## src/rtl/keypoint_streamer_if.sv

```systemverilog
// Byte stream from the keypoint streamer to the serial transmitter.
// One byte moves on each clock edge where tx_valid && tx_ready.
interface keypoint_streamer_if;
    logic [7:0] tx_data;
    logic       tx_valid;
    logic       tx_ready;

    modport master (output tx_data, output tx_valid, input tx_ready);
    modport slave  (input tx_data, input tx_valid, output tx_ready);
endinterface

```

## src/rtl/keypoint_streamer.sv

```systemverilog
// Streams a keypoint frame (A5, count, 2 bytes per keypoint, 5A) from the keypoint BRAM to a byte transmitter.
// Latency: first byte one cycle after the keypoints_done rising edge; 5 cycles per keypoint with tx_ready high.
// Backpressure: each byte is held stable on tx until tx_ready; tx_ready low stalls indefinitely without loss.
module keypoint_streamer #(
    parameter  int DIMENSION        = 64,
    parameter  int NUMBER_KEYPOINTS = 1000,
    localparam int AW               = $clog2(DIMENSION),
    localparam int KW               = 2*AW + 1,
    localparam int NKW              = $clog2(NUMBER_KEYPOINTS)
) (
    input  logic                 clk,
    input  logic                 rst_in,
    input  logic                 keypoints_done,
    input  logic [NKW-1:0]       key_count,
    output logic [NKW-1:0]       key_read_addr,
    input  logic [KW-1:0]        key_read_data,
    keypoint_streamer_if.master  tx,
    output logic                 busy,
    output logic                 frame_done
);

    typedef enum logic [3:0] {
        IDLE, HDR, CNT_HI, CNT_LO, FETCH, WAIT1, WAIT2,
        SEND_B0, SEND_B1, TRAILER, DONE
    } state_t;

    state_t          state_q, state_d;
    logic            kd_q;
    logic [15:0]     count_q;
    logic [15:0]     index_q;
    logic [15:0]     index_nxt;
    logic [NKW-1:0]  addr_q;
    logic [KW-1:0]   hold_q;
    logic [15:0]     count_clip;
    logic [15:0]     key_count_ext;
    logic            start;
    logic            accept;
    logic            more;
    logic            tx_vld;
    logic [7:0]      tx_dat;
    logic [5:0]      x6;
    logic [5:0]      y6;

    assign key_count_ext = 16'(key_count);
    assign count_clip    = (key_count_ext > 16'(NUMBER_KEYPOINTS)) ?
                           16'(NUMBER_KEYPOINTS) : key_count_ext;
    assign start         = (state_q == IDLE) && keypoints_done && !kd_q;
    assign accept        = tx_vld && tx.tx_ready;
    assign index_nxt     = index_q + 16'd1;
    assign more          = (index_nxt < count_q);

    assign tx.tx_valid   = tx_vld;
    assign tx.tx_data    = tx_dat;
    assign key_read_addr = addr_q;
    assign busy          = (state_q != IDLE);

    // Coordinates narrower than 6 bits are zero-extended into the byte fields.
    always_comb begin
        x6 = '0;
        y6 = '0;
        x6[AW-1:0] = hold_q[2*AW-1:AW];
        y6[AW-1:0] = hold_q[AW-1:0];
    end

    always_comb begin
        state_d    = state_q;
        tx_vld     = 1'b0;
        tx_dat     = 8'h00;
        frame_done = 1'b0;
        case (state_q)
            IDLE: begin
                if (start) state_d = HDR;
            end
            HDR: begin
                tx_vld = 1'b1;
                tx_dat = 8'hA5;
                if (accept) state_d = CNT_HI;
            end
            CNT_HI: begin
                tx_vld = 1'b1;
                tx_dat = count_q[15:8];
                if (accept) state_d = CNT_LO;
            end
            CNT_LO: begin
                tx_vld = 1'b1;
                tx_dat = count_q[7:0];
                if (accept) state_d = (count_q != 16'd0) ? FETCH : TRAILER;
            end
            FETCH:   state_d = WAIT1;
            WAIT1:   state_d = WAIT2;
            WAIT2:   state_d = SEND_B0;
            SEND_B0: begin
                tx_vld = 1'b1;
                tx_dat = {1'b1, hold_q[KW-1], x6};
                if (accept) state_d = SEND_B1;
            end
            SEND_B1: begin
                tx_vld = 1'b1;
                tx_dat = {2'b00, y6};
                if (accept) state_d = more ? FETCH : TRAILER;
            end
            TRAILER: begin
                tx_vld = 1'b1;
                tx_dat = 8'h5A;
                if (accept) state_d = DONE;
            end
            DONE: begin
                frame_done = 1'b1;
                state_d    = IDLE;
            end
            default: state_d = IDLE;
        endcase
    end

    // The edge register resets high so a level already present at reset release
    // is not mistaken for a new frame request.
    always_ff @(posedge clk or negedge rst_in) begin
        if (!rst_in) begin
            state_q <= IDLE;
            kd_q    <= 1'b1;
            count_q <= '0;
            index_q <= '0;
            addr_q  <= '0;
            hold_q  <= '0;
        end else begin
            state_q <= state_d;
            kd_q    <= keypoints_done;
            if (start) begin
                count_q <= count_clip;
                index_q <= '0;
                addr_q  <= '0;
            end
            // BRAM output is valid during WAIT2: address sampled at the end of
            // FETCH, output register loaded at the end of WAIT1.
            if (state_q == WAIT2) begin
                hold_q <= key_read_data;
            end
            // The address only advances when another keypoint follows, so it
            // keeps the last address read once the frame is finished.
            if (state_q == SEND_B1 && accept) begin
                index_q <= index_nxt;
                if (more) addr_q <= index_nxt[NKW-1:0];
            end
        end
    end

endmodule

```

## src/flat_wrapper.sv

```systemverilog
// flat-port wrapper written by rule: the top's interface ports become plain ports
module keypoint_streamer_flat 
#(
    parameter  int DIMENSION        = 64,
    parameter  int NUMBER_KEYPOINTS = 1000,
    localparam int AW               = $clog2(DIMENSION),
    localparam int KW               = 2*AW + 1,
    localparam int NKW              = $clog2(NUMBER_KEYPOINTS)
)
  (clk, rst_in, keypoints_done, key_count, key_read_addr, key_read_data, busy, frame_done, tx_tx_data, tx_tx_valid, tx_tx_ready);
  keypoint_streamer_if tx_i ();
  input  logic clk;
  input  logic rst_in;
  input  logic keypoints_done;
  input  logic [NKW-1:0] key_count;
  output logic [NKW-1:0] key_read_addr;
  input  logic [KW-1:0] key_read_data;
  output logic busy;
  output logic frame_done;
  output wire logic [$bits(tx_i.tx_data)-1:0] tx_tx_data;
  output wire logic [$bits(tx_i.tx_valid)-1:0] tx_tx_valid;
  input wire logic [$bits(tx_i.tx_ready)-1:0] tx_tx_ready;
  assign tx_tx_data = tx_i.tx_data;
  assign tx_tx_valid = tx_i.tx_valid;
  assign tx_i.tx_ready = tx_tx_ready;
  keypoint_streamer #(.DIMENSION(DIMENSION), .NUMBER_KEYPOINTS(NUMBER_KEYPOINTS)) u_core (.clk(clk), .rst_in(rst_in), .keypoints_done(keypoints_done), .key_count(key_count), .key_read_addr(key_read_addr), .key_read_data(key_read_data), .tx(tx_i), .busy(busy), .frame_done(frame_done));
endmodule
```

## config.mk

```make
export PLATFORM = sky130hd
export DESIGN_NAME = keypoint_streamer_flat
export DESIGN_NICKNAME = d
export VERILOG_FILES = /design/src/rtl/keypoint_streamer_if.sv /design/src/rtl/keypoint_streamer.sv /design/src/flat_wrapper.sv
export SDC_FILE = /design/constraint.sdc
export NUM_CORES = 1
export LEC_CHECK = 0
export CORE_MARGIN = 3
export CORE_UTILIZATION = 50
export CTS_CLUSTER_SIZE = 14
export DETAILED_ROUTE_END_ITERATION = 7
export PLACE_DENSITY = 0.75
export REMOVE_ABC_BUFFERS = 1
export SYNTH_ARGS = -nofsm -noshare
export SYNTH_HDL_FRONTEND = slang
export SYNTH_SLANG_ARGS = --single-unit
```

## constraint.sdc

```tcl
create_clock -name clk -period 3.5 [get_ports clk]
set_input_delay 0.7 -clock clk [delete_from_list [all_inputs] [get_ports clk]]
set_output_delay 0.7 -clock clk [all_outputs]
set_load 0.05 [all_outputs]
```

==> flow_summary_export.csv, run 1 <==
group,metric,value,unit
outcome,status,"completed",
yosys,ys_ff_latch,54,
clocking,cts_root_buf,"clkbuf_8",
worst_setup_path,critPathKind,"flop to output pin",
floorplanning,core_area,0.00603,sq mm
worst_setup_path,timing.rr.end,"u_core.key_read_addr[4]",
yosys,synth_top_area_frac,0.421,
floorplanning,dieArea,0.00728,sq mm
clocking,clkLatencyLatePin,310,ps
timing,hold_ws,424,ps
detailed_routing,viasPerCell,5.83,
detailed_routing,dr.pass1.iters,4,
final_layout,diodes,0,
final_layout,final_cell_area,0.00388,sq mm
timing,layout_setup_ws,278,ps
detailed_routing,ant_nets,0,
clocking,clk_pin_slew,90,ps
power,switching_share,0.406,
timing,relSlewSlack,0.526,
floorplanning,dieHeight,85.3,um
clocking,cts_resized,0,
worst_setup_path,cp_slowest_stage_delay,800,ps
yosys,synth_compound_area_frac,0.162,
yosys,synth-xor-area-share,0.0250,
yosys,synth.most_common_cell,"dfrtp_1",
worst_setup_path,start_kind,"flop",
final_layout,nFillCells,515,
grt,grt.overflow.total,0,
power,p_per_area,705,mW/mm^2
detailed_routing,wl_met2,3440,um
worst_setup_path,crit_arrival,2520,ps
worst_setup_path,r2r_start,"u_core.index_q[1]",
yosys,synthFlopType,"dfrtp_1",
detailed_routing,vias,2669,
timing,skew,6.03,ps
final_layout,final_core_util,0.643,
power,peakVddDrop,0.000439,V
timing,worst_slew_pin_slew,711,ps
worst_setup_path,critical_path.endpoint_type,"output pin",
worst_setup_path,critical_path_buf_inv_count,1,
yosys,ys_warn_count,0,
worst_setup_path,critical-path-top-delay-family,"buffers and inverters",
timing,timing.final.crit_share,0.921,
worst_setup_path,crit_path_cell_trace,"nor2_1 > nand2_1 > o21ai_0 > a22o_1 > clkdlybuf4s50_1",
detailed_routing,drt-total-wl,7470,um
power,p_int,1.62,mW
detailed_routing,topRoutingLayerUsed,"met4",
clocking,cts_tree,"built",
timing,fin_setup_tns,0,ps
yosys,ys_async_sr_fraction,1.00,
worst_setup_path,reg2reg_depth,14,
job,drv_cap,0,
timing,clock.fmax,310,MHz
timing,slew_viol_final,0,
timing,fin_crit,3220,ps
worst_setup_path,cp_slowest_cell,"clkdlybuf4s50_1",
floorplanning,rows,28,
min_path,hp-class,"input port to asynchronous set/reset pin",
power,pwr-share-clk,0.187,
yosys,muxShareOfSynthArea,0.111,
yosys,synth_top_family_by_area,"simple AND/OR/NAND/NOR gates",
final_layout,drive_gt1_frac,0.136,
clocking,clock-sinks,54,
final_layout,synthToLayoutAreaGrowth,23.1,%
yosys,post_synth.cell_area_avg,9.48,sq um
placement,dp.final_hpwl,5520,um
final_layout,finalNetCount,419,
grt,grt_usage,0.219,
clocking,htreeDepth,2,
clocking,numCtsBuffers,5,
placement,port_buffers,47,
floorplanning,initial_utilization,0.522,
yosys,synth-simple-area-share,0.182,
yosys,ys_types,56,
detailed_routing,drt-met1-wl,3580,um
worst_setup_path,worstPathMaxFanout,12,
worst_setup_path,reg2reg_slack,300,ps
grt,antenna_found_initial,0,
power,power_leakage,1.79,nW
yosys,synth_top_area_cell,"dfrtp_1",
grt,grt_pass1_vias,2561,
yosys,synthTopCellsByArea,"dfrtp_1 (42%), mux2_2 (6.8%), o21ai_0 (4.1%)",
power,p_sw,1.11,mW
worst_setup_path,critical_path_depth,5,
grt,grt_max_degree,32,
grt,grt_first_pass_wirelength,12800,um
placement,preCtsSetupSlack,197,ps
detailed_routing,wl_met3,395,um
timing,rsz0062_at_grt,"no",
placement,place_area,0.00372,sq mm
placement,gp_congestion,0.853,
yosys,ys_seq_area_frac,0.430,
yosys,synthAdderAreaFrac,0.0397,
detailed_routing,wl_per_cell,16.3,um
detailed_routing,drc,0,
timing,finalHoldViolCount,0,
worst_setup_path,crit_start,"u_core.state_q[3]",
yosys,synthCells,332,
yosys,synth_edf_count,0,
power,seqPwrFrac,0.345,
worst_setup_path,required,2800,ps
yosys,netlist_area,0.00315,sq mm
yosys,synth_common_cells,"dfrtp_1 (53), nand2_1 (26), o21ai_0 (26), nor2_1 (23), nand3_1 (22)",
floorplanning,ios,48,
detailed_routing,drtIter0Drc,183,
floorplanning,dieWidth,85.3,um
timing,setup_viol,0,
power,comb_power_share,0.468,
clocking,cts_buffer_depth,2,
## power groups by stage
stage,registers (mW),logic (mW),clock network (mW)
floorplan,0.970,0.829,0
global placement,0.944,1.26,0
detailed placement,0.953,1.28,0
CTS,0.939,1.29,0.523
global route,0.966,1.40,0.552
finish,0.942,1.28,0.511
## layout by cell type (no fill, tap or decap), types with 9 or more instances in the layout
| cell | Yosys | layout |
|---|---|---|
| dfrtp_1 | 53 | 53 |
| clkdlybuf4s50_1 | 0 | 46 |
| nand2_1 | 26 | 26 |
| o21ai_0 | 26 | 26 |
| nor2_1 | 23 | 23 |
| nand3_1 | 22 | 22 |
| inv_1 | 20 | 20 |
| mux2_2 | 19 | 19 |
| buf_4 | 1 | 15 |
| mux2i_1 | 12 | 12 |
| ha_1 | 10 | 10 |
| a21oi_1 | 9 | 9 |
| and3_1 | 9 | 9 |
## logic make-up (layout without fill, tap and decap cells)
| logic type | count (synthesis) | after routing |
|---|---|---|
| xor+xnor | 9 | 9 |
| simple gates | 112 | 112 |
| mux | 32 | 32 |
| compound gates | 76 | 76 |
| buf+inv | 39 | 90 |
| fa+ha+maj | 10 | 10 |
| flops | 54 | 54 |
## metrics by stage
step | power [mW] | instances
global placement | 2.20 | 448
detailed placement | 2.23 | 448
floorplan | 1.80 | 313
finish | 2.73 | 458
CTS | 2.75 | 456
global route | 2.91 | 458
## state kept, by name (all words and copies together) (netlist names)
register,count
u_core.index_q,16
u_core.count_q,10
u_core.hold_q,13
u_core.kd_q,1
u_core.key_read_addr,10
u_core.state_q,4
## worst max-delay path by stage
stage | slack (ps) | endpoint
6_report | 280 | tx_tx_data[2]
5_1_grt | 60 | tx_tx_data[2]
4_1_cts | 160 | u_core.key_read_addr[4]
3_5_place_dp | 200 | u_core.key_read_addr[4]
3_3_place_gp | 300 | u_core.key_read_addr[5]
2_1_floorplan | 240 | u_core.key_read_addr[7]
## routing by layer
metal  track usage  up-vias
met2         0.347       72
met5             0        -
li1              -     1300
met4        0.0475        0
met3        0.0291        5
met1         0.321     1292
## area by class of cell
cell class                      count  area [sq um]  area share
Inverter                           20          75.1      0.0194
Clock inverter                      2          60.1      0.0155
Tap cell                           75          93.8      0.0242
Sequential cell                    54          1350       0.349
Timing Repair Buffer               62           578       0.149
Multi-Input combinational cell    239          1630       0.422
Clock buffer                        6          82.6      0.0213
## timing repair
| item | in CTS | in global routing |
|---|---|---|
| endpoints found under the setup margin | 0 | 7 |
| buffers inserted | 0 | 2 |
| hold buffers | 0 | 0 |
(Power assumes the default switching activity.)
==> run 2: changes to the inputs <==
--- a/config.mk
+++ b/config.mk
@@ -6,10 +6,10 @@
 export NUM_CORES = 1
 export LEC_CHECK = 0
 export CORE_MARGIN = 3
-export CORE_UTILIZATION = 50
+export CORE_UTILIZATION = 49
 export CTS_CLUSTER_SIZE = 14
 export DETAILED_ROUTE_END_ITERATION = 7
-export PLACE_DENSITY = 0.75
+export PLACE_DENSITY = 0.76
 export REMOVE_ABC_BUFFERS = 1
 export SYNTH_ARGS = -nofsm -noshare
 export SYNTH_HDL_FRONTEND = slang
==> constraint.sdc (replaced) <==
create_clock -name clk -period 2.8 [get_ports clk]
set_input_delay 0.56 -clock clk [delete_from_list [all_inputs] [get_ports clk]]
set_output_delay 0.56 -clock clk [all_outputs]
set_load 0.05 [all_outputs]
==> flow_summary_export.csv, run 2 (same netlist as run 1, synthesis figures left out) <==
group,metric,value,unit
final_layout,stdcell_count,502,
detailed_routing,vias,3030,
worst_setup_path,crit_arrival,3230,ps
detailed_routing,wl_met3,622,um
clocking,cts_buffer_depth,2,
timing,fin_setup_tns,-1370,ps
grt,grt_max_degree,55,
power,peakVddDrop,0.000753,V
placement,gp_congestion,0.860,
clocking,clock-sinks,54,
detailed_routing,drtIter0Drc,362,
final_layout,synthToLayoutAreaGrowth,40.6,%
grt,grt_usage,0.250,
outcome,violations,"negative setup slack",
timing,worst_slew_pin_slew,700,ps
floorplanning,core_area,0.00606,sq mm
timing,timing.final.crit_share,1.08,
placement,port_buffers,47,
clocking,numCtsBuffers,5,
clocking,cts_root_buf,"clkbuf_8",
timing,slew_viol_final,0,
timing,layout_setup_ws,-213,ps
worst_setup_path,crit_end,"u_core.key_read_addr[3]",
worst_setup_path,crit_start,"u_core.index_q[0]",
placement,dp_cells,470,
detailed_routing,wl_per_cell,19.4,um
worst_setup_path,reg2reg_depth,15,
detailed_routing,wl_met2,4830,um
detailed_routing,drc,0,
grt,antenna_found_initial,0,
timing,setup_viol,11,
floorplanning,rows,28,
clocking,clkLatencyLatePin,330,ps
clocking,clk_pin_slew,100,ps
floorplanning,initial_utilization,0.519,
final_layout,diodes,0,
placement,place_area,0.00395,sq mm
floorplanning,dieArea,0.00742,sq mm
final_layout,mostFrequentLayoutCells,"buf_4 (60), dfrtp_1 (52), clkdlybuf4s50_1 (36), o21ai_0 (26), nand2_1 (25)",
power,p_per_area,805,mW/mm^2
detailed_routing,drt-total-wl,9740,um
worst_setup_path,critical_path.endpoint_type,"flop",
worst_setup_path,start_kind,"flop",
grt,grt.overflow.total,0,
final_layout,drive_gt1_frac,0.309,
final_layout,top_register,"u_core.index_q",
min_path,hp-class,"input port to asynchronous set/reset pin",
detailed_routing,topRoutingLayerUsed,"met4",
detailed_routing,dr.pass1.iters,5,
detailed_routing,drt-met1-wl,3940,um
detailed_routing,ant_nets,0,
timing,finalHoldViolCount,0,
floorplanning,dieWidth,86.2,um
outcome,status,"complete, but fails checks",
worst_setup_path,reg2reg_slack,-210,ps
clocking,htreeDepth,2,
final_layout,final_cell_area,0.00443,sq mm
worst_setup_path,required,3020,ps
final_layout,finalNetCount,463,
final_layout,largest_reg_flops,16,
final_layout,mostFrequentLayoutCell,"buf_4",
final_layout,top_regs,"u_core.index_q: 16 flops, u_core.hold_q: 13 flops",
floorplanning,dieHeight,86.2,um
detailed_routing,viasPerCell,6.04,
timing,clock.fmax,332,MHz
timing,rsz0062_at_grt,"yes",
grt,grt_first_pass_wirelength,14600,um
placement,dp.final_hpwl,5820,um
timing,relSlewSlack,0.533,
worst_setup_path,critPathKind,"flop to flop",
floorplanning,ios,48,
grt,grt_pass1_vias,2984,
worst_setup_path,r2r_start,"u_core.index_q[0]",
power,finalPower,3.56,mW
final_layout,final_core_util,0.730,
power,power_leakage,2.05,nW
timing,fin_crit,3010,ps
worst_setup_path,timing.rr.end,"u_core.key_read_addr[3]",
worst_setup_path,worstPathMaxFanout,3,
job,drv_cap,0,
clocking,cts_tree,"built",
clocking,hold_buffers,0,
timing,skew,8.13,ps
run 2: changes by cell type in the layout (fill, tap and decap cells not counted), moves of 3 or more:
| cell | before | now |
|---|---|---|
| buf_12 | 0 | 7 |
| buf_4 | 15 | 60 |
| clkdlybuf4s50_1 | 46 | 36 |
| ha_1 | 10 | 6 |
| ha_4 | 0 | 3 |
| nand3_1 | 22 | 18 |
| nand3_2 | 0 | 3 |
| nor2_1 | 23 | 20 |
| nor2_4 | 0 | 3 |
| xnor2_1 | 5 | 2 |
| xor2_1 | 4 | 0 |
| xor2_2 | 0 | 4 |
run 2: routing by layer:
layer  vias up  global-route usage
met5         -                   0
met4         0              0.0849
met3        39              0.0365
met2       148               0.428
met1      1468               0.324
li1       1375                   -
run 2: cell type report:
type,instances,area (sq um)
Multi-Input combinational cell,239,1830
Fill cell,419,1640
Sequential cell,54,1350
Timing Repair Buffer,106,978
Tap cell,75,93.8
Inverter,20,75.1
Clock buffer,5,68.8
Clock inverter,3,21.3
run 2: worst min-delay path by stage:
stage	from	to	slack, ps	cells after the start
2_1_floorplan	rst_in	u_core.count_q[0]	260	0
3_5_place_dp	u_core.hold_q[5]	u_core.hold_q[5]	500	1
5_1_grt	rst_in	u_core.state_q[0]	410	2
3_3_place_gp	u_core.hold_q[6]	u_core.hold_q[6]	490	1
6_report	rst_in	u_core.index_q[14]	340	2
4_1_cts	rst_in	u_core.state_q[0]	390	2
run 2: stage by stage:
step	hold slack (ps)	setup slack, ps
2_1_floorplan	264	-456
3_3_place_gp	490	-49.5
4_1_cts	390	-3.05
3_5_place_dp	501	-264
6_report	340	-213
5_1_grt	409	-285
run 2: report_power, final:
group / switching [mW] / internal, mW
Combinational: 1.10 / 0.843
Clock: 0.285 / 0.177
Sequential: 0.173 / 0.986
Total: 1.56 / 2.01
run 2: repair_timing:
| action | in CTS | in global routing |
|---|---|---|
| gates resized for setup | 16 | 20 |
| setup endpoints to repair | 11 | 13 |
| pin swaps | 8 | 13 |
| setup buffers | 18 | 7 |
run 2: worst max-delay path, stage by stage (launching register included):
cell and delay [ps]:
dfrtp_1 410, buf_4 130, buf_6 90, nand3_2 140
nor2_4 160, nand3_2 110, xor2_2 210, inv_2 90
ha_4 240, and3_1 150, o211ai_1 110, o221ai_2 160
a211oi_2 250, nand4_1 170, buf_4 200, mux2_2 280
==> variant, RTL diff (flow settings as in run 1) <==
`DIMENSION` is set to 64 in 2 places; all go to 32.
--- a/src/rtl/keypoint_streamer.sv
+++ b/src/rtl/keypoint_streamer.sv
@@ -2,7 +2,7 @@
 // Latency: first byte one cycle after the keypoints_done rising edge; 5 cycles per keypoint with tx_ready high.
 // Backpressure: each byte is held stable on tx until tx_ready; tx_ready low stalls indefinitely without loss.
 module keypoint_streamer #(
-    parameter  int DIMENSION        = 64,
+    parameter  int DIMENSION        = 32,
     parameter  int NUMBER_KEYPOINTS = 1000,
     localparam int AW               = $clog2(DIMENSION),
     localparam int KW               = 2*AW + 1,
--- a/src/flat_wrapper.sv
+++ b/src/flat_wrapper.sv
@@ -1,7 +1,7 @@
 // flat-port wrapper written by rule: the top's interface ports become plain ports
 module keypoint_streamer_flat 
 #(
-    parameter  int DIMENSION        = 64,
+    parameter  int DIMENSION        = 32,
     parameter  int NUMBER_KEYPOINTS = 1000,
     localparam int AW               = $clog2(DIMENSION),
     localparam int KW               = 2*AW + 1,
Ports: changed (resized key_read_data); port bits go from 48 to 46. No check against the original RTL was run, so the function may have changed too.
==> variant against run 1 <==
Count of clock-buffer cells in the layout decreased by 1; worst setup slack got worse by 46 ps; area after synthesis down 0.40%; final area down 2.6%; critical path depth unchanged; sequential cell count down 2; power fell by 6.8%; utilization decreased by 1.3 points; non-clock buffer count down 7; cell count up 0.66%; wire length about the same; first-iteration DRC count down 19%; critical endpoint is now tx_tx_data[1]; largest cell class unchanged.
==> variant: results (changes against run 1) <==
Parameter                              Value

Power
  Sw Share ... 0.4486 (was 0.4057)
  Share of total power in combinational logic ... 0.489 (was 0.468)
  Clk pwr ... 0.000362 W (was 0.000511 W)
  Cell leakage power ... 1.732 nW (was 1.793 nW)

Synthesis
  Number of distinct standard cells referenced by the synthesized netlist ... 50 (was 56)
  Synthesized netlist cell count ... 342 (was 332)
  Proportion of synthesized area in mux cells ... 0.1085 (was 0.1109)
  Area fraction in compound gates after synthesis ... 0.1636 (was 0.1618)
  Commonest cells in the synthesized netlist ... sky130_fd_sc_hd__dfrtp_1, sky130_fd_sc_hd__nand2_1, sky130_fd_sc_hd__o21ai_0, sky130_fd_sc_hd__nor2_1, sky130_fd_sc_hd__inv_1 (was sky130_fd_sc_hd__dfrtp_1, sky130_fd_sc_hd__nand2_1, sky130_fd_sc_hd__o21ai_0, sky130_fd_sc_hd__nor2_1, sky130_fd_sc_hd__nand3_1)
  Fraction of the mapped netlist area in adder cells ... 0.03990 (was 0.03975)
  Portion of the post-synthesis area used by sequential elements ... 0.4154 (was 0.4297)
  Xor and xnor area share after synthesis ... 0.02514 (was 0.02504)

Cells and area
  Share of cells above drive strength 1 ... 0.1321 (was 0.1358)
  Top Registers ... u_core.index_q x16, u_core.hold_q x11 (was u_core.index_q x16, u_core.hold_q x13)
  Number of nets in the final layout ... 420 (was 419)

Critical path
  Critical path arrival ... 2570 ps (was 2520 ps)
  Delay of the slowest cell on the worst path ... 830 ps (was 800 ps)
  Worst Reg-to-Reg Cells ... 12 (was 14)
  Worst reg-to-reg setup slack ... 360 ps (was 300 ps)
  Worst R2R End ... u_core.key_read_addr[5] (was u_core.key_read_addr[4])

Route
  Routed via count ... 2,709 (was 2,669)
  Starting DRC count in detailed routing ... 148 (was 183)
  Routed wire length ... 7466 µm (was 7470 µm)
  Detail-routed via count per cell ... 5.876 (was 5.828)

Clock tree
  Cells resized by post-CTS repair ... 1 (was 0)

Global routing
  Wire length of the first global-routing pass ... 12,740 µm (was 12,790 µm)
  Pin count of the biggest net entering global routing ... 37 (was 32)
  Tot GR Track Use ... 0.2188 (was 0.2187)

Place
  Pre-CTS worst setup slack ... 22.99 ps (was 197.0 ps)
  Sum of net half-perimeters after detailed placement ... 5527 µm (was 5524 µm)
  Number of cells after detailed placement ... 453 (was 448)
  Routability-driven placement congestion ratio ... 0.8736 (was 0.8531)

Timing
  Actual slew at the worst max-slew pin ... 825.7 ps (was 710.7 ps)
  Final worst-path cycle share ... 0.9337 (was 0.9206)
  Final Skew ... 8.762 ps (was 6.027 ps)

Outcome
  Result of the run ... complete, no violations (unchanged)
variant: cell count changes in the layout (fill, tap and decap cells not counted), sizes merged, moves of 4 or more:
cell and change:
a21oi +10, and3 -4, buf -5, nand2 +7, nand3 -7, nor3b -4, o21ai +4
variant: per-stage QoR:
stage,cell area [µm²],hold slack (ps)
global placement,3672,494.4
global route,3777,529.6
detailed placement,3672,503.4
finish,3777,462.4
CTS,3766,503.6
floorplan,3052,404.4
variant: cells by family (layout without fill, tap and decap cells):
logic type | count (synthesis) | count (layout)
compound gates | 84 | 84
xor+xnor | 9 | 9
fa+ha+maj | 10 | 10
buf+inv | 39 | 83
flops | 52 | 52
mux | 30 | 30
simple gates | 118 | 118
variant: per-layer routing:
metal	up-vias	wire, µm	global-route usage
met4	0	136	0.08345
met2	71	3582	0.3468
met3	12	363	0.03204
met1	1322	3384	0.3039
li1	1304	-	-
met5	-	0	0
variant: worst max-delay path by stage:
stage,to,depth (start not counted)
final,tx_tx_data[1],5
after global routing,tx_tx_data[4],5
after CTS,u_core.key_read_addr[5],12
after detailed placement,u_core.key_read_addr[5],11
after global placement,u_core.key_read_addr[0],11
after floorplan,u_core.key_read_addr[2],10
variant: layout make-up:
type / count / share of cell area
Clock buffer: 5 / 0.01822
Clock inverter: 3 / 0.005962
Inverter: 20 / 0.01987
Multi-Input combinational cell: 251 / 0.4485
Sequential cell: 52 / 0.3448
Tap cell: 75 / 0.02484
Timing Repair Buffer: 55 / 0.1378
variant: worst max-delay path: cells and delay by family (launching register included):
family	cells	cell delay [ps]
flops	1	740
compound gates	2	370
buf+inv	1	830
simple gates	2	320
